[src/rtl/dm_cache_ctrl.sv]
// dm_cache_ctrl: direct-mapped, write-through, write-allocate cache controller.
// 8 lines x one 32-bit word sit between a byte-addressed processor port
// (9-bit address, 8-bit data) and a 128 x 32-bit word RAM.
// Ports:
//   clk, rst_n            : clock, synchronous active-low reset
//   p_req/p_wren/p_address/p_wdata : processor request, sampled while busy=0
//   p_rdata, dv, busy     : read byte, one-cycle completion pulse, busy flag
//   mem_address/mem_wdata/mem_wren/mem_rdata : RAM word port
//   hit_cnt, miss_cnt     : saturating hit/miss counters
module dm_cache_ctrl #(
  parameter int unsigned MEM_LAT = 2
) (
  input  logic        clk,
  input  logic        rst_n,
  input  logic        p_req,
  input  logic        p_wren,
  input  logic [8:0]  p_address,
  input  logic [7:0]  p_wdata,
  output logic [7:0]  p_rdata,
  output logic        dv,
  output logic        busy,
  output logic [6:0]  mem_address,
  output logic [31:0] mem_wdata,
  output logic        mem_wren,
  input  logic [31:0] mem_rdata,
  output logic [7:0]  hit_cnt,
  output logic [7:0]  miss_cnt
);

  localparam int unsigned LINES  = 8;
  localparam int unsigned IDX_W  = 3;
  localparam int unsigned TAG_W  = 4;
  localparam int unsigned LAT_W  = 3;
  localparam int unsigned WORD_W = 32;

  typedef enum logic [1:0] {S_IDLE, S_LOOKUP, S_FILL, S_WRITE} state_e;

  state_e                          state_q, state_d;
  logic [8:0]                      addr_q, addr_d;
  logic                            wren_q, wren_d;
  logic [7:0]                      wdata_q, wdata_d;
  logic [LAT_W-1:0]                lat_q, lat_d;
  logic [LINES-1:0]                valid_q, valid_d;
  logic [LINES-1:0][TAG_W-1:0]     tag_q, tag_d;
  logic [LINES-1:0][WORD_W-1:0]    data_q, data_d;
  logic                            dv_q, dv_d;
  logic                            busy_q, busy_d;
  logic [7:0]                      p_rdata_q, p_rdata_d;
  logic [6:0]                      mem_address_q, mem_address_d;
  logic [31:0]                     mem_wdata_q, mem_wdata_d;
  logic                            mem_wren_q, mem_wren_d;
  logic [7:0]                      hit_cnt_q, hit_cnt_d;
  logic [7:0]                      miss_cnt_q, miss_cnt_d;

  logic [IDX_W-1:0] idx;
  logic [TAG_W-1:0] tag;
  logic [1:0]       sel;
  logic             line_hit;

  // Extract the selected byte lane from a word.
  function automatic logic [7:0] get_byte(input logic [31:0] w, input logic [1:0] s);
    logic [7:0] b;
    case (s)
      2'd0:    b = w[7:0];
      2'd1:    b = w[15:8];
      2'd2:    b = w[23:16];
      default: b = w[31:24];
    endcase
    return b;
  endfunction

  // Replace the selected byte lane of a word.
  function automatic logic [31:0] put_byte(input logic [31:0] w, input logic [1:0] s,
                                           input logic [7:0] b);
    logic [31:0] r;
    r = w;
    case (s)
      2'd0:    r[7:0]   = b;
      2'd1:    r[15:8]  = b;
      2'd2:    r[23:16] = b;
      default: r[31:24] = b;
    endcase
    return r;
  endfunction

  assign idx      = addr_q[4:2];
  assign tag      = addr_q[8:5];
  assign sel      = addr_q[1:0];
  assign line_hit = valid_q[idx] && (tag_q[idx] == tag);

  // Next-state and output logic.
  always_comb begin
    state_d       = state_q;
    addr_d        = addr_q;
    wren_d        = wren_q;
    wdata_d       = wdata_q;
    lat_d         = lat_q;
    valid_d       = valid_q;
    tag_d         = tag_q;
    data_d        = data_q;
    dv_d          = 1'b0;
    busy_d        = busy_q;
    p_rdata_d     = p_rdata_q;
    mem_address_d = mem_address_q;
    mem_wdata_d   = mem_wdata_q;
    mem_wren_d    = 1'b0;
    hit_cnt_d     = hit_cnt_q;
    miss_cnt_d    = miss_cnt_q;

    case (state_q)
      S_IDLE: begin
        if (p_req) begin
          addr_d  = p_address;
          wren_d  = p_wren;
          wdata_d = p_wdata;
          busy_d  = 1'b1;
          state_d = S_LOOKUP;
        end
      end

      S_LOOKUP: begin
        if (line_hit) begin
          hit_cnt_d = (hit_cnt_q == 8'hFF) ? hit_cnt_q : hit_cnt_q + 8'd1;
          if (wren_q) begin
            mem_wren_d    = 1'b1;
            mem_address_d = {tag, idx};
            mem_wdata_d   = put_byte(data_q[idx], sel, wdata_q);
            state_d       = S_WRITE;
          end else begin
            p_rdata_d = get_byte(data_q[idx], sel);
            dv_d      = 1'b1;
            busy_d    = 1'b0;
            state_d   = S_IDLE;
          end
        end else begin
          miss_cnt_d    = (miss_cnt_q == 8'hFF) ? miss_cnt_q : miss_cnt_q + 8'd1;
          mem_address_d = {tag, idx};
          lat_d         = LAT_W'(MEM_LAT - 1);
          state_d       = S_FILL;
        end
      end

      S_FILL: begin
        if (lat_q == '0) begin
          // Write-through keeps lines clean, so a resident line is simply replaced.
          valid_d[idx] = 1'b1;
          tag_d[idx]   = tag;
          data_d[idx]  = mem_rdata;
          if (wren_q) begin
            mem_wren_d  = 1'b1;
            mem_wdata_d = put_byte(mem_rdata, sel, wdata_q);
            state_d     = S_WRITE;
          end else begin
            p_rdata_d = get_byte(mem_rdata, sel);
            dv_d      = 1'b1;
            busy_d    = 1'b0;
            state_d   = S_IDLE;
          end
        end else begin
          lat_d = lat_q - LAT_W'(1);
        end
      end

      S_WRITE: begin
        data_d[idx] = mem_wdata_q;
        dv_d        = 1'b1;
        busy_d      = 1'b0;
        state_d     = S_IDLE;
      end

      default: state_d = S_IDLE;
    endcase
  end

  // State and output registers.
  always_ff @(posedge clk) begin
    if (!rst_n) begin
      state_q       <= S_IDLE;
      addr_q        <= '0;
      wren_q        <= 1'b0;
      wdata_q       <= '0;
      lat_q         <= '0;
      valid_q       <= '0;
      tag_q         <= '0;
      data_q        <= '0;
      dv_q          <= 1'b0;
      busy_q        <= 1'b0;
      p_rdata_q     <= '0;
      mem_address_q <= '0;
      mem_wdata_q   <= '0;
      mem_wren_q    <= 1'b0;
      hit_cnt_q     <= '0;
      miss_cnt_q    <= '0;
    end else begin
      state_q       <= state_d;
      addr_q        <= addr_d;
      wren_q        <= wren_d;
      wdata_q       <= wdata_d;
      lat_q         <= lat_d;
      valid_q       <= valid_d;
      tag_q         <= tag_d;
      data_q        <= data_d;
      dv_q          <= dv_d;
      busy_q        <= busy_d;
      p_rdata_q     <= p_rdata_d;
      mem_address_q <= mem_address_d;
      mem_wdata_q   <= mem_wdata_d;
      mem_wren_q    <= mem_wren_d;
      hit_cnt_q     <= hit_cnt_d;
      miss_cnt_q    <= miss_cnt_d;
    end
  end

  assign p_rdata     = p_rdata_q;
  assign dv          = dv_q;
  assign busy        = busy_q;
  assign mem_address = mem_address_q;
  assign mem_wdata   = mem_wdata_q;
  assign mem_wren    = mem_wren_q;
  assign hit_cnt     = hit_cnt_q;
  assign miss_cnt    = miss_cnt_q;

endmodule

[config.mk]
export PLATFORM = sky130hd
export DESIGN_NAME = dm_cache_ctrl
export DESIGN_NICKNAME = d
export VERILOG_FILES = /design/src/rtl/dm_cache_ctrl.sv
export SDC_FILE = /design/constraint.sdc
export NUM_CORES = 1
export LEC_CHECK = 0
export ABC_AREA = 1
export CAP_MARGIN = 0
export CORE_ASPECT_RATIO = 1.1
export CORE_MARGIN = 2
export CORE_UTILIZATION = 40
export DETAILED_ROUTE_END_ITERATION = 8
export HOLD_SLACK_MARGIN = 0.06
export REMOVE_ABC_BUFFERS = 1
export SYNTH_ARGS = -nofsm -noshare
export SYNTH_HDL_FRONTEND = slang
export SYNTH_SLANG_ARGS = --single-unit
export TNS_END_PERCENT = 10
[constraint.sdc]
create_clock -name clk -period 3.8 [get_ports clk]
set_input_delay 0.38 -clock clk [delete_from_list [all_inputs] [get_ports clk]]
set_output_delay 0.38 -clock clk [all_outputs]
set_load 0.02 [all_outputs]
==> impl_metrics.py, run 1 <==
metrics = {
    "drt": {
        "firstDrtPassIters": 6,
        "met1_length_um": 27800,
        "viasPerCell": 5.39,
        "drc": 0,
        "route.met2.wl_um": 29600,
        "wl_met3_um": 4710,
        "drtAntennaViolNets": 0,
        "vias": 18400,
        "drtIter0Drc": 1646,
        "wire_per_inst_um": 19.0,
        "drt-total-wl_um": 64900,
        "top_layer": "met5",
    },
    "placement": {
        "dpl_cell_area_mm2": 0.0199,
        "io_buffers": 118,
        "dp_cells": 3339,
        "dp_hpwl_um": 41200,
        "gp_congestion": 0.890,
        "pre_cts_slack_ns": 0.700,
    },
    "clock_network": {
        "cts_tree": "built",
        "cts_hold_buf": 0,
        "clk_path_buf_depth": 3,
        "clk_latency_ns": 0.57,
        "clkTransAtPathRegs_ns": 0.06,
        "cts_sinks": 385,
        "post_cts_resized": 0,
        "htreeDepth": 2,
        "cts_buffers": 44,
        "clockRootBuffer": "clkbuf_16",
        "cts_setup_buffers": 0,
    },
    "yosys": {
        "yosysUniqueCellTypes": 34,
        "synth_edf_count": 0,
        "synth_top_area_share_pct": 42.4,
        "async_reset_ff_share_pct": 0,
        "avgSynthCellArea_um2": 6.59,
        "synth_top_flop_cell": "dfxtp_1",
        "syn_inst": 2762,
        "ys_seq_area_share_pct": 42.4,
        "yosysMostFrequentCell": "nand2_1",
        "synth_area_leaders": "dfxtp_1 42%, nand2_1 13%, o21ai_0 11%",
        "yosysTopAreaCell": "dfxtp_1",
        "yosysWarnings": 0,
        "syn_area_mm2": 0.0182,
        "yosys-top-cells-count": "618 x nand2_1, 407 x o21ai_0, 385 x dfxtp_1, 350 x nor2_1, 314 x a21oi_1",
        "ys_ff_latch": 385,
    },
    "sta": {
        "min_period_ns": 3.13,
        "tightest_slew_ns": 0.946,
        "fmax_mhz": 319,
        "setup_violations": 0,
        "slew_viol_final": 0,
        "layout_setup_ws_ns": 0.670,
        "hold_viol": 0,
        "skew_ns": 0.0236,
        "rsz0062_at_grt": "no",
        "fin_crit_sh_pct": 82.4,
        "slew_headroom_pct": 36.9,
    },
    "cells_and_area": {
        "post-route-util_pct": 47.7,
        "syn_to_final_growth_pct": 17.3,
        "n_antenna_cell": 0,
        "final_cells": 3417,
        "fill_cells": 4532,
        "fin_area_mm2": 0.0213,
        "drive_above_1_share_pct": 5.54,
        "num-nets-final": 2866,
    },
    "worst_setup_path": {
        "cp_cell_sequence": "inv_2 -> nand2_1 -> nand3_1 -> nand2_1 -> o21bai_1 -> nand3_1 -> nor2_2 -> nand2_4 -> nand2_4 -> nand2_1 -> inv_1 -> nor2_1 -> nor2_1",
        "crit_type": "reg -> reg",
        "end_kind": "flip-flop",
        "reg2reg_slack_ns": 0.67,
        "arrival_ns": 3.62,
        "crit_fanout": 33,
        "critPathRequiredTime_ns": 4.29,
        "path_common_cell": "nand2_1",
        "cp-start-kind": "flip-flop",
        "crit_slowest_cell": "inv_2",
        "crit_path_max_incr_delay_ns": 0.45,
    },
    "power": {
        "pwr_density_cell_mw_per_mm2": 479,
        "ir_worst_vdd_v": 0.000273,
        "p_leak_nw": 8.54,
    },
    "run_status": {
        "outcome": "complete, no violations",
    },
    "floorplanning": {
        "core_mm2": 0.0447,
        "die_h_um": 228,
        "pin_count": 119,
        "dieArea_mm2": 0.0472,
        "initial_core_util_pct": 40.7,
        "fp-row-count": 81,
        "dieWidth_um": 207,
    },
    "worst_hold_path": {
        "hp-class": "in -> reg",
    },
    "grt": {
        "grt_first_pass_wirelength_um": 99600,
        "antenna_found_initial": 3,
        "grt_pass1_vias": 17200,
        "grt.overflow.total": 0,
        "grt_usage_pct": 27.0,
        "grt_max_degree": 192,
    },
    "job": {
        "maxCapViolCount": 0,
    },
}
registers in the layout, summed over array words and instances (netlist names), 3 cells and up:
register	count
p_rdata	8
tag_q	32
lat_q	3
wdata_q	8
hit_cnt	8
valid_q	8
mem_wdata	32
addr_q	9
data_q	256
miss_cnt	8
mem_address	7
logic make-up (layout without fill, tap and decap cells):
group,count (synthesis),count (layout),share of synthesized area [%]
compound gates,804,804,22.6
buf+inv,464,538,9.90
simple gates,1090,1090,24.0
xor+xnor,10,10,0.481
fa+ha+maj,9,9,0.619
flops,385,385,42.4
metal layers:
layer	vias up	global-route usage [%]
li1	9010	-
met1	8571	34.5
met2	693	44.6
met3	144	4.60
met4	4	12.6
met5	-	0
stage by stage:
step	TNS [ns]	total power (W)	hold WS [ns]
6_report	0	0.0102	0.386
5_1_grt	0	0.0106	0.451
4_1_cts	0	0.0103	0.429
3_5_place_dp	0	0.00601	0.440
3_3_place_gp	0	0.00599	0.432
2_1_floorplan	-296.44	0.00523	0.423
cell type report:
class                   instances  area (µm²)  area share (%)
multi-input cells            1913        8700            40.8
inverters                     282        1060            4.96
flip-flops and latches        385        7710            36.1
well taps                     581         727            3.41
clock buffers                  64        1280            5.99
repair buffers                178        1710            8.02
clock inverters                14         148           0.692
placed cells by master (no fill, tap or decap), types with 4 or more instances in the layout:
cell type        instances
nand2_1                616
o21ai_0                407
dfxtp_1                383
nor2_1                 345
a21oi_1                314
inv_1                  271
clkdlybuf4s50_1        117
buf_4                   54
nand3_1                 49
nand4_1                 48
clkbuf_16               45
o21ai_1                 37
o22ai_1                 21
a22oi_1                 11
clkbuf_1                11
clkinv_2                10
nor2_2                   9
clkbuf_8                 9
ha_1                     8
clkinv_1                 6
nor3_1                   6
o2111ai_1                6
xor2_1                   6
buf_12                   6
inv_2                    5
o21bai_1                 5
nand3_2                  4
xnor2_1                  4
power breakdown:
group / switching, W / total, W / internal (W) / leakage, nW
combinational: 0.00115 / 0.00165 / 0.000495 / 4.72
clock: 0.00174 / 0.00426 / 0.00253 / 0.707
sequential: 0.000131 / 0.00431 / 0.00417 / 3.11
critical path, delay by kind of cell (launching register included):
family / cells / cell delay (ns)
AND/OR/NAND/NOR: 10 / 1.73
AO/OA/AOI/OAI: 1 / 0.14
flip-flops: 1 / 0.43
buffers and inverters: 2 / 0.75
worst paths after layout:
kind,from,endpoint,cells past startpoint
max,addr_q[2]$_SDFFE_PN0P_,mem_address[2]$_SDFFE_PN0P_,13
min,rst_n,mem_wdata[26]$_SDFFE_PN0P_,4
max reg2reg,addr_q[2]$_SDFFE_PN0P_,mem_address[2]$_SDFFE_PN0P_,13
min reg2reg,data_q[133]$_SDFFE_PN0P_,data_q[133]$_SDFFE_PN0P_,2
No activity file was read; power rests on OpenSTA's default activity.
==> run 2, diff against run 1 <==
clock period = 2.7 ns   (was 3.8 ns; I/O delays follow)
==> run 2 against run 1 <==
- core utilization rose by 1.1 points
- total power rose by 45%
- non-clock buffer count rose by 29
- register-to-register slack got worse by 0.43 ns
- worst hold slack got worse by 0.24 ns
- sequential power rose by 40%
- worst setup slack got worse by 0.43 ns
- global-route usage fell by 0.50 points
- clock-buffer cell count fell by 1
- sequential share of layout area fell by 0.78 points
- highest routed layer is now met4
==> impl_metrics.py, run 2 (synthesis gave the netlist of run 1 again) <==
metrics = {
    "run_status": {
        "outcome": "complete, no violations",
    },
    "drt": {
        "drtAntennaViolNets": 0,
        "firstDrtPassIters": 8,
        "drt-total-wl_um": 64100,
        "drtIter0Drc": 1657,
        "wire_per_inst_um": 18.6,
        "drc": 0,
        "vias": 18500,
        "viasPerCell": 5.36,
    },
    "worst_setup_path": {
        "critPathRequiredTime_ns": 3.15,
        "crit_type": "reg -> reg",
        "reg2reg_from": "addr_q[2]$_SDFFE_PN0P_",
        "cp-start-kind": "flip-flop",
        "crit_fanout": 25,
        "end_kind": "flip-flop",
        "arrival_ns": 2.91,
        "reg2reg_slack_ns": 0.24,
        "rr_endpoint": "hit_cnt[0]$_SDFFE_PN0P_",
        "r2r_cells": 15,
    },
    "placement": {
        "dp_cells": 3368,
        "dp_hpwl_um": 41700,
        "io_buffers": 118,
        "dpl_cell_area_mm2": 0.0203,
        "pre_cts_slack_ns": 0.214,
        "gp_congestion": 0.848,
    },
    "power": {
        "ir_worst_vdd_v": 0.000369,
        "p_leak_nw": 8.78,
        "pwr_density_cell_mw_per_mm2": 680,
    },
    "worst_hold_path": {
        "hold_end": "mem_wdata[30]$_SDFFE_PN0P_",
        "min_delay_path_depth": 3,
        "hp-class": "in -> reg",
        "hold_path.startpoint": "rst_n",
    },
    "grt": {
        "grt_pass1_vias": 16800,
        "grt_usage_pct": 26.5,
        "grt_first_pass_wirelength_um": 97800,
        "antenna_found_initial": 1,
        "grt.overflow.total": 0,
        "grt_max_degree": 192,
    },
    "cells_and_area": {
        "num-nets-final": 2894,
        "drive_above_1_share_pct": 6.78,
        "post-route-util_pct": 48.8,
        "final_cells": 3444,
        "syn_to_final_growth_pct": 19.9,
        "fin_area_mm2": 0.0218,
        "regMostFlops": "data_q",
        "final_cell_mix": "616 x nand2_1, 407 x o21ai_0, 383 x dfxtp_1, 345 x nor2_1, 314 x a21oi_1",
        "largest_register_ffs": 256,
        "final_common_cell": "nand2_1",
        "n_antenna_cell": 0,
    },
    "sta": {
        "min_period_ns": 2.46,
        "fin_crit_sh_pct": 91.0,
        "skew_ns": 0.0124,
        "hold_viol": 0,
        "fin_hold_ws_ns": 0.145,
        "rsz0062_at_grt": "yes",
        "fmax_mhz": 407,
        "setup_violations": 0,
        "tightest_slew_ns": 0.957,
        "slew_headroom_pct": 36.2,
        "layout_setup_ws_ns": 0.244,
        "slew_viol_final": 0,
    },
    "clock_network": {
        "clk_path_buf_depth": 3,
        "post_cts_resized": 0,
        "cts_setup_buffers": 0,
        "clkTransAtPathRegs_ns": 0.06,
        "clockRootBuffer": "clkbuf_16",
        "cts_hold_buf": 0,
        "cts_buffers": 43,
        "cts_sinks": 385,
        "clk_latency_ns": 0.57,
        "htreeDepth": 2,
        "cts_tree": "built",
    },
    "floorplanning": {
        "initial_core_util_pct": 40.7,
        "dieWidth_um": 207,
        "core_mm2": 0.0447,
        "dieArea_mm2": 0.0472,
        "die_h_um": 228,
        "fp-row-count": 81,
        "pin_count": 119,
    },
    "job": {
        "maxCapViolCount": 0,
    },
}
==> run 2: cell types whose count changed in the layout (fill, tap and decap cells not counted), moves of 2 or more <==
cell        change
buf_12         +11
clkinv_2        -4
clkbuf_1        -8
clkinvlp_4      +2
bufinv_16       +2
clkbuf_8        +7
buf_4          +18
==> run 2: cell type report <==
type,count,area (µm²)
Sequential cell,385,7710
Tap cell,581,727
Inverter,282,1060
Clock buffer,63,1340
Timing Repair Buffer,207,2070
Fill cell,4502,22900
Clock inverter,13,195
Multi-Input combinational cell,1913,8700
==> run 2: critical path, stage by stage (launching register included) <==
cell	delay, ns
dfxtp_4	0.53
inv_2	0.24
nand2_1	0.11
nand2_1	0.06
nand2_1	0.05
nand2_1	0.05
nand2_1	0.07
nand2_1	0.05
nand2_1	0.05
nand2_1	0.08
nor2_2	0.20
nand2_4	0.14
nor2_4	0.22
nand2_1	0.22
o21bai_1	0.19
nor2_1	0.05
==> run 2: worst max-delay path by stage <==
| stage | start | to | slack, ns |
|---|---|---|---|
| floorplan | addr_q[2]$_SDFFE_PN0P_ | data_q[57]$_SDFFE_PN0P_ | -2.42 |
| global placement | addr_q[2]$_SDFFE_PN0P_ | mem_address[0]$_SDFFE_PN0P_ | 0.31 |
| detailed placement | lat_q[0]$_SDFFE_PN0P_ | data_q[61]$_SDFFE_PN0P_ | 0.21 |
| CTS | addr_q[2]$_SDFFE_PN0P_ | mem_address[2]$_SDFFE_PN0P_ | 0.20 |
| global route | addr_q[2]$_SDFFE_PN0P_ | hit_cnt[1]$_SDFFE_PN0P_ | -0.03 |
| finish | addr_q[2]$_SDFFE_PN0P_ | hit_cnt[0]$_SDFFE_PN0P_ | 0.24 |
==> run 2: through the flow <==
stage	setup TNS, ns	total power, W
6_report	0	0.0148
5_1_grt	-0.0746	0.0154
4_1_cts	0	0.0149
3_5_place_dp	0	0.00857
3_3_place_gp	0	0.00854
2_1_floorplan	-698.44	0.00736
==> run 2: per-layer routing <==
metal / vias up / share of wire (%) / global-route usage [%]
met5: - / 0 / 0
met4: 0 / 4.7 / 13.1
met3: 160 / 7.4 / 3.94
met2: 706 / 46 / 44.2
met1: 8544 / 42 / 33.6
li1: 9061 / - / -
==> run 2: report_power, final <==
group	internal (W)	leakage, nW	switching [W]
Sequential	0.00588	3.11	0.000178
Combinational	0.000793	4.90	0.00164
Clock	0.00391	0.760	0.00244
Total	0.0106	8.78	0.00425
